==> src/rtl/ft_tx_pkg.sv <==
//==============================================================================
// Module  : ft_tx_pkg
// Brief   : Shared FT transmit types and defaults (arbiter and channel FIFOs)
// Revision: 1.0 - initial release
//==============================================================================
`default_nettype none

package ft_tx_pkg;

    // The channel FIFO wrappers use the same packet size as their prog_empty threshold
    localparam int c_default_packet_size   = 1024;
    localparam int c_default_settle_cycles = 3;

    typedef enum logic [1:0] {
        ST_IDLE   = 2'd0,
        ST_SETTLE = 2'd1,
        ST_BURST  = 2'd2,
        ST_DRAIN  = 2'd3
    } state_t;

endpackage

`default_nettype wire

==> src/rtl/ft_tx_arbiter_rr_picker.sv <==
//==============================================================================
// Module  : rr_picker
// Brief   : Combinational round-robin search starting after the last grant
// Revision: 1.0 - initial release
//==============================================================================
`default_nettype none

module rr_picker #(
    parameter int NUM_CH = 2
) (
    input  logic [NUM_CH-1:0]         req,
    input  logic [$clog2(NUM_CH)-1:0] last_grant,
    output logic                      found,
    output logic [$clog2(NUM_CH)-1:0] index
);

    localparam int c_gw = $clog2(NUM_CH);

    always_comb begin
        found = 1'b0;
        index = '0;
        for (int i = 1; i <= NUM_CH; i++) begin
            if (!found && req[(int'(last_grant) + i) % NUM_CH]) begin
                found = 1'b1;
                index = c_gw'((int'(last_grant) + i) % NUM_CH);
            end
        end
    end

endmodule

`default_nettype wire

==> src/rtl/ft_tx_arbiter.sv <==
//==============================================================================
// Module  : ft_tx_arbiter
// Brief   : Packet-granular round-robin scheduler for the FT transmit bus
// Revision: 1.0 - initial release
//==============================================================================
`default_nettype none

module ft_tx_arbiter
    import ft_tx_pkg::*;
#(
    parameter int NUM_CH        = 2,
    parameter int DATA_W        = 32,
    parameter int PACKET_SIZE   = c_default_packet_size,
    parameter int SETTLE_CYCLES = c_default_settle_cycles
) (
    input  logic                      clk_in,
    input  logic                      rst_in,
    input  logic [NUM_CH-1:0]         ch_ready_in,
    input  logic [NUM_CH-1:0]         ch_empty_in,
    input  logic [NUM_CH-1:0]         ch_valid_in,
    input  logic [NUM_CH*DATA_W-1:0]  ch_data_in,
    input  logic                      txe_n_in,
    output logic [NUM_CH-1:0]         ch_rd_out,
    output logic [DATA_W-1:0]         data_out,
    output logic [DATA_W/8-1:0]       be_out,
    output logic                      wr_n_out,
    output logic [$clog2(NUM_CH)-1:0] grant_out,
    output logic                      busy_out,
    output logic                      underrun_out
);

    localparam int c_gw = $clog2(NUM_CH);
    localparam int c_sw = $clog2(SETTLE_CYCLES + 1);
    localparam int c_ww = $clog2(PACKET_SIZE + 1);

    localparam logic [c_sw-1:0]   c_settle_last = c_sw'(SETTLE_CYCLES - 1);
    localparam logic [c_ww-1:0]   c_word_last   = c_ww'(PACKET_SIZE - 1);
    localparam logic [c_gw-1:0]   c_last_ch     = c_gw'(NUM_CH - 1);
    localparam logic [NUM_CH-1:0] c_one         = NUM_CH'(1);

    state_t              r_state;
    logic [c_gw-1:0]     r_grant;
    logic [c_gw-1:0]     r_last_grant;
    logic [c_sw-1:0]     r_settle_ctr;
    logic [c_ww-1:0]     r_word_ctr;
    logic                r_drain_ctr;
    logic [NUM_CH-1:0]   r_ch_rd;
    logic [DATA_W-1:0]   r_data;
    logic                r_wr_n;
    logic                r_underrun;

    logic                w_found;
    logic [c_gw-1:0]     w_pick;

    rr_picker #(
        .NUM_CH     (NUM_CH)
    ) u_picker (
        .req        (ch_ready_in),
        .last_grant (r_last_grant),
        .found      (w_found),
        .index      (w_pick)
    );

    always_ff @(posedge clk_in) begin
        if (rst_in) begin
            r_state      <= ST_IDLE;
            r_grant      <= '0;
            r_last_grant <= c_last_ch;
            r_settle_ctr <= '0;
            r_word_ctr   <= '0;
            r_drain_ctr  <= 1'b0;
            r_ch_rd      <= '0;
            r_data       <= '0;
            r_wr_n       <= 1'b1;
            r_underrun   <= 1'b0;
        end else begin
            r_underrun <= 1'b0;
            // Bus register: valids keep flowing through DRAIN, dropped once IDLE
            r_data     <= ch_data_in[r_grant*DATA_W +: DATA_W];
            r_wr_n     <= !(ch_valid_in[r_grant] && (r_state != ST_IDLE));

            case (r_state)
                ST_IDLE: begin
                    r_ch_rd <= '0;
                    if (!txe_n_in && w_found) begin
                        r_grant      <= w_pick;
                        r_settle_ctr <= '0;
                        r_state      <= ST_SETTLE;
                    end
                end

                ST_SETTLE: begin
                    if (!txe_n_in && ch_ready_in[r_grant]) begin
                        if (r_settle_ctr == c_settle_last) begin
                            r_word_ctr <= '0;
                            r_ch_rd    <= c_one << r_grant;
                            r_state    <= ST_BURST;
                        end else begin
                            r_settle_ctr <= r_settle_ctr + c_sw'(1);
                        end
                    end else begin
                        r_state <= ST_IDLE;
                    end
                end

                // txe_n is deliberately ignored here: a whole packet fits the FT buffer
                ST_BURST: begin
                    if (ch_empty_in[r_grant]) begin
                        r_underrun  <= 1'b1;
                        r_ch_rd     <= '0;
                        r_drain_ctr <= 1'b0;
                        r_state     <= ST_DRAIN;
                    end else if (r_word_ctr == c_word_last) begin
                        r_ch_rd     <= '0;
                        r_drain_ctr <= 1'b0;
                        r_state     <= ST_DRAIN;
                    end else begin
                        r_word_ctr <= r_word_ctr + c_ww'(1);
                    end
                end

                ST_DRAIN: begin
                    r_ch_rd <= '0;
                    if (r_drain_ctr) begin
                        r_last_grant <= r_grant;
                        r_state      <= ST_IDLE;
                    end else begin
                        r_drain_ctr <= 1'b1;
                    end
                end

                default: begin
                    r_ch_rd <= '0;
                    r_state <= ST_IDLE;
                end
            endcase
        end
    end

    assign ch_rd_out    = r_ch_rd;
    assign data_out     = r_data;
    assign be_out       = '1;
    assign wr_n_out     = r_wr_n;
    assign grant_out    = r_grant;
    assign busy_out     = (r_state != ST_IDLE);
    assign underrun_out = r_underrun;

endmodule

`default_nettype wire

==> config.mk <==
export PLATFORM = sky130hd
export DESIGN_NAME = ft_tx_arbiter
export DESIGN_NICKNAME = d
export VERILOG_FILES = /design/src/rtl/ft_tx_pkg.sv /design/src/rtl/ft_tx_arbiter_rr_picker.sv /design/src/rtl/ft_tx_arbiter.sv
export SDC_FILE = /design/constraint.sdc
export NUM_CORES = 1
export LEC_CHECK = 0
export ABC_AREA = 1
export CORE_MARGIN = 10
export CORE_UTILIZATION = 42
export CTS_BUF_LIST = sky130_fd_sc_hd__clkbuf_2 sky130_fd_sc_hd__clkbuf_4 sky130_fd_sc_hd__clkbuf_8
export CTS_CLUSTER_SIZE = 8
export DETAILED_ROUTE_END_ITERATION = 10
export PLACE_DENSITY = 0.91
export SETUP_SLACK_MARGIN = 0.1
export SLEW_MARGIN = 40
export SYNTH_ARGS = -nofsm -noshare
export SYNTH_HDL_FRONTEND = slang
export SYNTH_SLANG_ARGS = --single-unit
==> constraint.sdc <==
create_clock -name clk_in -period 2 [get_ports clk_in]
set_input_delay 0.6 -clock clk_in [delete_from_list [all_inputs] [get_ports clk_in]]
set_output_delay 0.6 -clock clk_in [all_outputs]
set_load 0.005 [all_outputs]
Yosys cells after proc, flatten, opt, wreduce, memory -nomap -nowiden
Index checks and enable logic that the tools add are counted.

storage, ports and cells
  bits in latches = 0
  output and inout bits = 42
  memory bits (writable) = 0
  bits of input ports = 73
  memories kept = 0
  bits in read-only memories = 0
  register bits = 54

operators by class
  reductions and logical operators = 21
  multiplexer cells = 41
  shift operators = 2
  div/mod/pow operators = 0
  bitwise operators = 3
  $mul = 0
  equal/unequal tests = 14
  $lt $le $gt $ge = 3
  add/sub/neg operators = 4

operators by type and width
  cell                                                    number
  variable part select 64 x 7 -> 32 bit                   1
  two-way mux 11 bit                                      4
  two-way mux 2 bit                                       13
  case mux 11 bit (2 select lines)                        1
  two-way mux 1 bit                                       19
  != test 2 bit (second input constant)                   7
  adder 11 x 1 -> 11 bit (second input constant)          1
  equality test 11 x 10 -> 1 bit (second input constant)  1
  case mux 2 bit (4 select lines)                         1
  AND reduction 4 bit                                     2
  nonzero test 2 bit                                      4
  equality test 2 bit (second input constant)             3
  < comparator 2 x 3 -> 1 bit (second input constant)     2
  != test 3 bit (second input constant)                   2
  case mux 2 bit (3 select lines)                         1
  AND reduction 2 bit                                     3
  AND reduction 5 bit                                     1
  logical AND 1 bit                                       4
  case mux 2 bit (2 select lines)                         1
  OR reduction 2 bit                                      2
  logical NOT 1 bit                                       3
  AND reduction 3 bit                                     1
  adder 1 bit (second input constant)                     2
  adder 2 x 1 -> 2 bit (second input constant)            1
  7 further kinds                                         8

Logic depth before layout (Yosys ltp)
Gate-level depths: netlist of the first run.

  depth after elaboration = 12
  mapped depth = 10
  depth with buffers taken out = 10

Modules after synthesis
A second synthesis of the first run with hierarchy kept.

unflattened totals
  cell total of the unflattened synthesis = 342
  area total of the unflattened synthesis = 2413.6 µm²

by module, submodules not included
  module         instances  cells an instance  area an instance (µm²)  seq. area each (µm²)
  ft_tx_arbiter  1          339                2398.6                  1081.0
  rr_picker      1          3                  15.0                    0.0

Least setup slack after synthesis of the first run
No wires, ideal clock.

  path kind = reg-to-reg
  from = reg r_word_ctr[0]
  to = reg r_word_ctr[7]
  path buffers = 0
  setup time = 0.113 ns
  setup slack = 0.501 ns
  cell stages (with the launch flop) = 11
  data arrival time = 1.386 ns
  cell sequence = dfxtp_1 -> ha_1 -> nand2_1 -> nor2_2 -> nand3_1 -> nand2_1 -> nand2_4 -> nand2_4 -> inv_2 -> nor2_1 -> nor2_1

on the way
  word-level cells in the longest chain between the ends = 4
  elaborated cells between the ends (all ways) = 7
  those cells by class = add/sub (1); eq/ne (2); mux (3); reduce/logical (1)

ends and longest elaborated chain
  item                              line                  RTL
  start: declaration                ft_tx_arbiter.sv:45   logic [c_ww-1:0] r_word_ctr;
  start signal: assignment          ft_tx_arbiter.sv:118  r_word_ctr <= r_word_ctr + c_ww'(1);
  adder 11 x 1 -> 11 bit            ft_tx_arbiter.sv:118
  two-way mux 11 bit                ft_tx_arbiter.sv:113  end else if (r_word_ctr == c_word_last) begin
  two-way mux 11 bit                ft_tx_arbiter.sv:108  if (ch_empty_in[r_grant]) begin
  case mux 11 bit (2 select lines)  ft_tx_arbiter.sv:82   case (r_state)

Several ways; a longest one is shown, not always the timed one. The select of a mux whose other input is x is not followed.
A chain may end at the register's enable or synchronous reset.

Final worst setup path of the first run
  from = reg r_grant, in the netlist grant_out
  to = out grant_out

RTL lines
  item                      line                 RTL
  start: declaration        ft_tx_arbiter.sv:42  logic [c_gw-1:0] r_grant;
  start signal: assignment  ft_tx_arbiter.sv:86  r_grant <= w_pick;
  end: declaration          ft_tx_arbiter.sv:27  output logic [$clog2(NUM_CH)-1:0] grant_out,

No word-level cell between the ends.

==> results by group, run 1 <==
Setup path
  • Crit path max fanout: 3
  • Worst endpoint data arrival time: 1230 ps
  • Cell chain of the critical path: clkdlybuf4s50_1
  • Kind of end point of the critical path: output pin
  • Required time at the endpoint of the critical path: 1400 ps
  • Worst setup slack for register-to-register paths: 270 ps
  • Worst r2r path cells: 10
  • Slowest library cell on the worst path: clkdlybuf4s50_1
  • Critical path buffer and inverter count: 1
  • Startpoint type of the worst setup path: flop
  • Category of cells accounting for the largest share of critical-path delay: buffers and inverters
  • Logic depth of the worst setup path including buffers: 1
  • Capturing instance or port of the critical path: grant_out
  • Slowest stage delay, CP: between 500 and 600 ps
  • Setup crit start: grant_out$_SDFFE_PP0P_
  • Classification of the worst setup path: flop to output pin
  • R2R Path Start: grant_out$_SDFFE_PP0P_

STA
  • Part of the cycle the worst path needs: 91.4%
  • Unrepaired setup endpoints after global routing: no
  • Final Setup Violations: 0
  • Final worst hold slack: 466 ps
  • Worst-case clock skew: 7.61 ps
  • Tmin final: ~1800 ps
  • Total count of hold-check failures in the final report: 0
  • Achievable frequency: about 550 MHz
  • Final worst-path setup slack: ~170 ps
  • Number of slew-limit violations in the final report: 0

Hold path
  • Path type of the worst min-delay path: flop to flop

Route
  • Iteration count of the initial detailed-routing pass: 5
  • Final wirelength: 8430 um
  • Average wire per standard cell: 16.1 um
  • Vias per cell: between 4 and 5
  • DRC viols: 0
  • Total via count in the routed design: around 2.6k
  • Final ANT Viol Nets: 0
  • Number of DRC markers in iteration 0: about 140

Synth
  • Post-synth cell types: 31
  • Post-synthesis area per instance: around 7 sq um
  • Number of warnings printed during yosys synthesis: 0
  • Multiplexer share of the synthesized area: 0%
  • Cell with the most instances after synthesis: nor2_1
  • Area share of fa/ha/maj cells after synthesis: under 10%
  • Share of flip-flops with an asynchronous set or reset after synthesis: 0%
  • Share of Yosys cell area claimed by the top area cell type: around 45%
  • Sequential-to-total area share from yosys stat: 45.2%
  • Post-synthesis cell count: around 340
  • Dominant combinational cell family by area after synthesis: simple AND/OR/NAND/NOR gates
  • Cell types occupying the most area after synthesis: dfxtp_1 (45%), nor2_1 (13%), nand2_1 (9.1%), o21ai_0 (7.9%), nand3_1 (4.0%)
  • Number of enable-type register cells in the synthesized netlist: 0
  • Flops & latches, synth: 54
  • XOR/XNOR share of the synthesized area: less than 1%
  • Complex-gate fraction of the synthesized area: 13.4%
  • Synth Flop Type: dfxtp_1
  • Basic-gate share of the synthesized area counting and, or, nand and nor cells: about 33%
  • Cell area after technology mapping: around 2400 sq um
  • Top post-synthesis cells by count: nor2_1 (84), nand2_1 (58), dfxtp_1 (54)
  • Most area-hungry cell type in the Yosys netlist: dfxtp_1

Placement
  • DP Wirelength: between 6000 and 7000 um
  • Number of port buffers: 110
  • Worst Setup Slack post-DPL: -72.7 ps
  • Routability cong.: about 0.9

Clocking
  • Clock Path Buffers: 2
  • Clock Latency Late Sink: just over 300 ps
  • Clock-pin slew reported for the worst setup and hold paths after clock tree synthesis: roughly 90 ps
  • CTS tree: done
  • Clock tree root driver cell: clkbuf_8
  • Number of levels the H-tree was split into: 2
  • Total CTS buffers: 5
  • Clock sink count: between 50 and 60
  • Hold buffer count at cts: 0

GRT
  • Initial antenna violation count: 0
  • Number of global-route vias before repair: around 2.4k
  • Wire length of the first global-routing pass: roughly 12000 um
  • Total congestion overflow: 0
  • Largest net degree at the start of global routing: 25
  • Overall global routing resource usage: 17.5%

Layout
  • Layout Nets: around 530
  • Area growth syn-to-layout: 54.1%
  • Antenna Cells: 0
  • Combined flip-flop and latch cell area: 1090 sq um
  • Number of fill cells in the layout: a little over 400
  • Final core utilization: between 60% and 70%
  • Area of the multi-input gates: approximately 1200 sq um
  • Ratio of cells with drive above 1 in the final layout: about 8%

Run
  • Max Cap Viol: 0

Die
  • Die span in x: roughly 95 um
  • DIE AREA: just over 9000 sq um
  • Effective utilization at floorplan: a little over two fifths
  • Number of top-level pins: 115
  • Core footprint: about 5500 sq um
  • Floorplan die height: around 95 um
  • Placement row count: 27

Power and ir drop
  • VDD IR-drop max: around 0.00033 V
  • Combinational cell fraction of total power: a little over a quarter
  • Switching share of power: approximately 29%
  • Sequential cell fraction of total power: between 40% and 50%
  • Share of total power in the clock network: a little over a quarter
  • Power per cell area: ~680 nW/um^2
  • Leakage power: about 0.0015 uW
  • Power dissipated by switching net loads: roughly 730 uW
  • Cell internal pwr: between 1500 and 2000 uW

Run status
  • Status: completed
area by class of cell:
cell class	count	share of cell area [%]
flip-flops and latches	54	29.5
multi-input cells	246	31.2
clock buffers	6	2.24
clock inverters	2	0.441
repair buffers	120	31.9
well taps	72	2.44
inverters	23	2.34
repair_timing:
action | CTS | global route
endpoints found under the setup margin | 1 | 11
buffers inserted | 0 | 0
resized for setup | 3 | 2
sequential cells by signal, summed over array words and instances, names as in the netlist, 2 cells and up, named ones only:
| signal | flops |
|---|---|
| ch_rd_out | 2 |
| data_out | 32 |
| r_settle_ctr | 2 |
| r_word_ctr | 11 |
layout by cell type, fill, tap and decap left out, drive strengths merged:
| cell | instances |
|---|---|
| a21oi | 18 |
| a31oi | 1 |
| buf | 10 |
| clkbuf | 6 |
| clkdlybuf4s50 | 109 |
| clkinvlp | 1 |
| conb | 4 |
| dfxtp | 54 |
| dlygate4sd2 | 1 |
| ha | 2 |
| inv | 24 |
| nand2 | 61 |
| nand3 | 21 |
| nand4 | 2 |
| nor2 | 88 |
| nor3 | 2 |
| nor3b | 2 |
| o2111ai | 1 |
| o21ai | 39 |
| o311ai | 1 |
| or2 | 3 |
| xnor2 | 1 |
worst register-to-register path: cells and delay by family (launching register included):
kind                   cells  cell delay [ps]
buffers and inverters      3              550
AND/OR/NAND/NOR            6              670
AO/OA/AOI/OAI              1               60
flip-flops                 1              330
routing by layer:
layer  global-route usage [%]  wire [um]  vias up  part of all wire [%]
met5                        0          0        -                     0
li1                         -          -     1298                     -
met3                     5.66        855       12                    10
met4                     5.28        144        0                   1.7
met1                     19.0       3320     1155                    39
met2                     31.6       4110      117                    49
metrics by stage:
step	cell area, sq um	power, uW	setup TNS (ps)	instances
after floorplan	2400	1510	0	340
after global placement	3580	1870	-174	515
after detailed placement	3580	1890	-678	515
after CTS	3680	2540	0	523
after global routing	3690	2650	0	523
final	3690	2520	0	523
power by group through the flow:
stage | Combinational [uW] | Clock [uW] | Sequential (uW)
4_1_cts | 678 | 674 | 1190
2_1_floorplan | 294 | 0 | 1220
5_1_grt | 738 | 713 | 1200
6_report | 675 | 656 | 1190
3_5_place_dp | 679 | 0 | 1210
3_3_place_gp | 657 | 0 | 1210
worst min path at each step:
| stage | startpoint | endpoint | cells past startpoint |
|---|---|---|---|
| 3_3_place_gp | r_drain_ctr$_SDFFE_PP0P_ | r_drain_ctr$_SDFFE_PP0P_ | 2 |
| 5_1_grt | r_drain_ctr$_SDFFE_PP0P_ | r_drain_ctr$_SDFFE_PP0P_ | 2 |
| 6_report | r_drain_ctr$_SDFFE_PP0P_ | r_drain_ctr$_SDFFE_PP0P_ | 2 |
| 3_5_place_dp | r_drain_ctr$_SDFFE_PP0P_ | r_drain_ctr$_SDFFE_PP0P_ | 2 |
| 4_1_cts | r_drain_ctr$_SDFFE_PP0P_ | r_drain_ctr$_SDFFE_PP0P_ | 2 |
| 2_1_floorplan | r_settle_ctr[0]$_SDFFE_PP0P_ | r_settle_ctr[0]$_SDFFE_PP0P_ | 1 |
kinds of logic (layout without fill, tap and decap cells):
| family | Yosys count | after routing |
|---|---|---|
| AOI/OAI and AO/OA | 60 | 60 |
| xor gates and xnor gates | 1 | 1 |
| adders and majority gates | 2 | 2 |
| buffers and inverters | 40 | 151 |
| DFF | 54 | 54 |
| other | 1 | 4 |
| and+or+nand+nor | 179 | 179 |
Note: power is estimated with default switching activity, not from simulation.
==> inputs of run 2 (changes only) <==
- CORE_MARGIN: 10 -> unset
==> run 2 against run 1 <==
Compared with the run above: global-route usage rose by 6.9 points; combinational power is 0.6% lower; power about the same; register-to-register slack improved by 60 ps; first-iteration DRC count increased by 28%; critical path type unchanged; critical endpoint unchanged; largest cell class unchanged; largest power group unchanged.
==> results by group, run 2 (synthesis results as in run 1) <==
Run status
  • Status: completed

Hold path
  • Capture endpoint of the worst hold path: ch_rd_out[1]$_SDFFE_PP0P_
  • Path type of the worst min-delay path: flop to flop
  • WHS Path Cells: 2 (unchanged)
  • Start point of the worst hold path: ch_rd_out[1]$_SDFFE_PP0P_

Power and ir drop
  • Power per cell area: 682 nW/um^2 (-0.29%)
  • Power, Total: 2520 uW (about the same)
  • Leakage power: 0.00150 uW (+0.24%)
  • VDD IR-drop max: 0.000400 V (+21%)

Clocking
  • Clock sink count: 54 (unchanged)
  • CTS tree: done
  • Clock-pin slew reported for the worst setup and hold paths after clock tree synthesis: 100 ps (about the same)
  • Total CTS buffers: 5 (unchanged)
  • Clock Latency Late Sink: 310 ps (about the same)
  • Hold buffer count at cts: 0 (unchanged)
  • Clock tree root driver cell: clkbuf_8
  • Clock Path Buffers: 2 (unchanged)
  • Number of levels the H-tree was split into: 2 (unchanged)
  • Post-CTS Setup Bufs: 0 (unchanged)

STA
  • Achievable frequency: 547 MHz (about the same)
  • Unrepaired setup endpoints after global routing: no
  • Tmin final: 1830 ps (-0.547 ps)
  • Final worst hold slack: 468 ps (+2.17 ps)
  • Final Setup Violations: 0 (unchanged)
  • Worst-case clock skew: 4.56 ps (-3.05 ps)
  • Total count of hold-check failures in the final report: 0 (unchanged)
  • Number of slew-limit violations in the final report: 0 (unchanged)
  • Part of the cycle the worst path needs: 91.3% (about the same)

Route
  • Number of DRC markers in iteration 0: 177 (+28%)
  • Average wire per standard cell: 13.8 um (-14%)
  • Vias per cell: 4.98 (+0.89%)
  • Final ANT Viol Nets: 0 (unchanged)
  • Final wirelength: 7240 um (-14%)
  • Total via count in the routed design: 2605 (+0.89%)
  • Iteration count of the initial detailed-routing pass: 4 (-1)
  • DRC viols: 0 (unchanged)

Placement
  • DP Wirelength: 5340 um (-20%)
  • Number of port buffers: 110 (unchanged)
  • Routability cong.: 0.868 (-5.1%)

Die
  • Core footprint: 5510 sq um (unchanged)
  • Effective utilization at floorplan: 43.5% (unchanged)
  • DIE AREA: 6000 sq um (-34%)
  • Die span in x: 77.5 um (-19%)
  • Number of top-level pins: 115 (unchanged)
  • Floorplan die height: 77.5 um (-19%)
  • Placement row count: 27 (unchanged)

Setup path
  • Slowest library cell on the worst path: clkdlybuf4s50_1
  • R2R Path Start: r_word_ctr[0]$_SDFFE_PP0P_
  • Worst setup slack for register-to-register paths: 330 ps (+60 ps)
  • Slowest stage delay, CP: 530 ps (-30 ps)
  • Crit path max fanout: 5 (+2)
  • Kind of end point of the critical path: output pin
  • Cell chain of the critical path: clkdlybuf4s50_1
  • Classification of the worst setup path: flop to output pin
  • Required time at the endpoint of the critical path: 1400 ps (about the same)
  • Worst r2r path cells: 10 (unchanged)
  • Critical path buffer and inverter count: 1 (unchanged)
  • Setup crit start: grant_out$_SDFFE_PP0P_
  • Startpoint type of the worst setup path: flop
  • Category of cells accounting for the largest share of critical-path delay: buffers and inverters
  • End of the worst register-to-register path: r_word_ctr[7]$_SDFFE_PP0P_
  • Worst endpoint data arrival time: 1230 ps (about the same)

Layout
  • Area of the multi-input gates: 1150 sq um (unchanged)
  • Ratio of cells with drive above 1 in the final layout: 8.20% (+0.22 points)
  • Number of fill cells in the layout: 424 (+4.4%)
  • Combined flip-flop and latch cell area: 1090 sq um (+0.12%)
  • Area growth syn-to-layout: 54.6%
  • Most frequent cells in the layout: clkdlybuf4s50_1 (109), nor2_1 (84), nand2_1 (58)
  • Number of flip-flops under the largest register name: 32 (unchanged)
  • Antenna Cells: 0 (unchanged)
  • Leading cell type in the layout, fill and taps excluded: clkdlybuf4s50_1
  • Layout Nets: 525 (unchanged)

GRT
  • Wire length of the first global-routing pass: 11600 um (-7.0%)
  • Total congestion overflow: 0 (unchanged)
  • Number of global-route vias before repair: 2439 (+1.8%)
  • Overall global routing resource usage: 24.4% (+6.9 points)
  • Initial antenna violation count: 0 (unchanged)
  • Largest net degree at the start of global routing: 41 (+64%)

Run
  • Max Cap Viol: 0 (unchanged)
run 2: power by group:
part / internal [uW] / leakage (uW) / total [uW] / switching (uW)
clock: 286 / 0.0000478 / 659 / 373
combinational: 356 / 0.00101 / 671 / 315
sequential: 1160 / 0.000447 / 1190 / 35.2
run 2: how the worst max path moves through the flow:
| stage | to | cells after the start |
|---|---|---|
| after floorplan | r_word_ctr[7]$_SDFFE_PP0P_ | 10 |
| after global placement | r_word_ctr[7]$_SDFFE_PP0P_ | 11 |
| after detailed placement | r_word_ctr[7]$_SDFFE_PP0P_ | 11 |
| after CTS | grant_out | 1 |
| after global routing | r_word_ctr[6]$_SDFFE_PP0P_ | 10 |
| final | grant_out | 1 |
run 2: metal layers:
metal	up-vias	routed length [um]	global-route usage (%)
li1	1295	-	-
met1	1199	2980	28.1
met2	95	3650	44.2
met3	16	443	4.94
met4	0	167	8.68
met5	-	0	0
run 2: cell type report:
cell class	instances	area share, %
clock inverters	2	0.439
repair buffers	120	32.1
multi-input cells	246	31.1
clock buffers	6	2.23
flip-flops and latches	54	29.4
inverters	23	2.33
well taps	72	2.43
run 2: repair_timing:
| action | CTS | global route |
|---|---|---|
| endpoints found under the setup margin | 2 | 8 |
| resized for setup | 4 | 2 |
| endpoints found under the hold margin | 0 | 0 |
run 2: per-stage QoR:
step	cell area (sq um)	util (%)	setup TNS [ps]	worst slack, ps	instances
after floorplan	2400	-	0	501	340
after global placement	3590	65.3	-75.5	-16.6	515
after detailed placement	3590	65.3	-830	-98.6	515
after CTS	3700	67.1	0	156	523
after global routing	3700	67.2	0	131	523
final	3700	67.2	0	173	523
==> inputs of run 3 (changes only) <==
- CORE_UTILIZATION: 42 -> 45
- PLACE_DENSITY: 0.91 -> 0.95
- SKIP_LAST_GASP: unset -> 1
- clock period: 2 -> 2.3 ns (I/O delays scaled with it)
==> run 3 against run 2 <==
Compared with the run above: sequential power fell by 13%; worst setup slack improved by 23 ps; power shrank 10%; first-iteration DRC count is 11% lower; flip-flop and latch count did not move; sequential share of layout area grew 0.11 points; largest power group unchanged.
==> results by group, run 3 (synthesis results as in run 1) <==
STA
  • Post-route setup TNS: 0 ps (unchanged)
  • Total count of hold-check failures in the final report: 0 (unchanged)
  • Unrepaired setup endpoints after global routing: no
  • Number of slew-limit violations in the final report: 0 (unchanged)
  • Final worst-path setup slack: 196 ps (+22.8 ps)
  • Part of the cycle the worst path needs: roughly nine tenths
  • Final Setup Violations: 0 (unchanged)
  • Worst-case clock skew: 9.99 ps (+5.43 ps)
  • Achievable frequency: approximately 480 MHz
  • Tmin final: about 2100 ps

Setup path
  • Worst endpoint data arrival time: 1410 ps (+180 ps)
  • Capturing instance or port of the critical path: busy_out
  • Startpoint type of the worst setup path: flop
  • Worst r2r path cells: 9 (-1)
  • Worst setup slack for register-to-register paths: 510 ps (+180 ps)
  • Classification of the worst setup path: flop to output pin
  • R2R Path Start: r_word_ctr[0]$_SDFFE_PP0P_
  • Kind of end point of the critical path: output pin
  • End of the worst register-to-register path: r_word_ctr[3]$_SDFFE_PP0P_
  • Required time at the endpoint of the critical path: 1610 ps (+210 ps)
  • Crit path max fanout: 7 (+2)

Route
  • Final ANT Viol Nets: 0 (unchanged)
  • Iteration count of the initial detailed-routing pass: 4 (unchanged)
  • Total via count in the routed design: 2615 (+0.38%)
  • DRC viols: 0 (unchanged)
  • Final wirelength: 7610 um (+5.2%)
  • Vias per cell: 5.07 (+1.7%)
  • Average wire per standard cell: 14.7 um (+6.6%)
  • Number of DRC markers in iteration 0: 158 (-11%)

Placement
  • Routability cong.: 0.898 (+3.4%)
  • DP Wirelength: 5730 um (+7.2%)
  • Worst Setup Slack post-DPL: 71.2 ps (+170 ps)
  • Number of port buffers: 110 (unchanged)
  • Cell total after placement: 508 (-1.4%)

Clocking
  • Clock sink count: 54 (unchanged)
  • Hold buffer count at cts: 0 (unchanged)
  • Clock Path Buffers: 2 (unchanged)
  • Clock Latency Late Sink: 310 ps (about the same)
  • CTS tree: done
  • Clock-pin slew reported for the worst setup and hold paths after clock tree synthesis: 90 ps (about the same)
  • Total CTS buffers: 5 (unchanged)
  • Number of levels the H-tree was split into: 2 (unchanged)
  • Clock tree root driver cell: clkbuf_8

Die
  • Core footprint: 5110 sq um (-7.2%)
  • Effective utilization at floorplan: 46.9% (+3.4 points)
  • Die span in x: 74.9 um (-3.3%)
  • Number of top-level pins: 115 (unchanged)
  • DIE AREA: 5610 sq um (-6.5%)
  • Placement row count: 26 (-3.7%)
  • Floorplan die height: 74.9 um (-3.3%)

GRT
  • Wire length of the first global-routing pass: 11400 um (-1.9%)
  • Overall global routing resource usage: 26.8% (+2.4 points)
  • Largest net degree at the start of global routing: 37 (-9.8%)
  • Initial antenna violation count: 0 (unchanged)
  • Met1 GRT Util: 28.8% (+0.68 points)
  • Number of global-route vias before repair: 2492 (+2.2%)
  • Total congestion overflow: 0 (unchanged)
  • Global-route track usage on met2: 48.2% (+4.1 points)
  • Global routing usage on met3: 7.90% (+3.0 points)
  • Busiest metal layer after global routing: met2

Layout
  • Leading cell type in the layout, fill and taps excluded: clkdlybuf4s50_1
  • Most frequent cells in the layout: clkdlybuf4s50_1 (110), nor2_1 (84), nand2_1 (58)
  • Post-route non-filler standard cell count: 516 (-1.3%)
  • Layout Nets: 520 (-0.95%)
  • Antenna Cells: 0 (unchanged)
  • Area growth syn-to-layout: 53.3%
  • Ratio of cells with drive above 1 in the final layout: 6.50% (-1.7 points)
  • Number of flip-flops under the largest register name: 32 (unchanged)

Power and ir drop
  • Leakage power: 0.00148 uW (-1.1%)
  • VDD IR-drop max: 0.000354 V (-11%)
  • Power per cell area: 617 nW/um^2 (-9.5%)

Hold path
  • Path type of the worst min-delay path: flop to flop
  • Start point of the worst hold path: r_drain_ctr$_SDFFE_PP0P_

Run status
  • Status: completed

Run
  • Max Cap Viol: 0 (unchanged)
[run 3: cell count changes in the layout (fill, tap and decap cells not counted), sizes merged]
cell / before / now
buf: 10 / 5
bufinv: 0 / 1
clkdlybuf4s50: 109 / 110
dlygate4sd2: 1 / 0
inv: 24 / 23
[run 3: per-layer routing]
layer  up-vias  routed length, um  share of wire, %
met3        24                628               8.3
met5         -                  0                 0
li1       1281                  -                 -
met2       101               3680                48
met4         0                237               3.1
met1      1209               3070                40
[run 3: area by class of cell]
class | instances | area (sq um)
Timing Repair Buffer | 115 | 1150
Inverter | 23 | 86.3
Sequential cell | 54 | 1080
Clock inverter | 2 | 37.5
Multi-Input combinational cell | 246 | 1150
Fill cell | 345 | 1440
Clock buffer | 6 | 76.3
Tap cell | 70 | 87.6
[run 3: worst min-delay path by stage]
stage	end	slack, ps	cells past startpoint
after global placement	r_drain_ctr$_SDFFE_PP0P_	450	2
after floorplan	r_settle_ctr[0]$_SDFFE_PP0P_	430	1
final	r_drain_ctr$_SDFFE_PP0P_	470	2
after global routing	r_settle_ctr[1]$_SDFFE_PP0P_	490	2
after detailed placement	r_drain_ctr$_SDFFE_PP0P_	460	2
after CTS	r_drain_ctr$_SDFFE_PP0P_	470	2
[run 3: through the flow]
stage / instance area [sq um] / hold slack [ps] / total power (uW) / util [%]
6_report: 3670 / 474 / 2260 / 71.9
4_1_cts: 3670 / 475 / 2270 / 71.9
2_1_floorplan: 2400 / 431 / 1310 / -
5_1_grt: 3670 / 491 / 2370 / 71.9
3_3_place_gp: 3550 / 448 / 1610 / 69.6
3_5_place_dp: 3550 / 461 / 1630 / 69.6
[run 3: timing repair]
item / in CTS / in global routing
setup buffers: 0 / 0
setup endpoints to repair: 1 / 0
resized for setup: 1 / 0
[run 3: where the power goes]
group          switching, uW  internal (uW)
clock                    308            337
combinational            285            301
sequential              29.9           1000
[run 3: critical path: stages, from the launching register on]
cell,delay [ps]
dfxtp_2,410
nor2_1,80
inv_1,90
clkdlybuf4s50_1,530
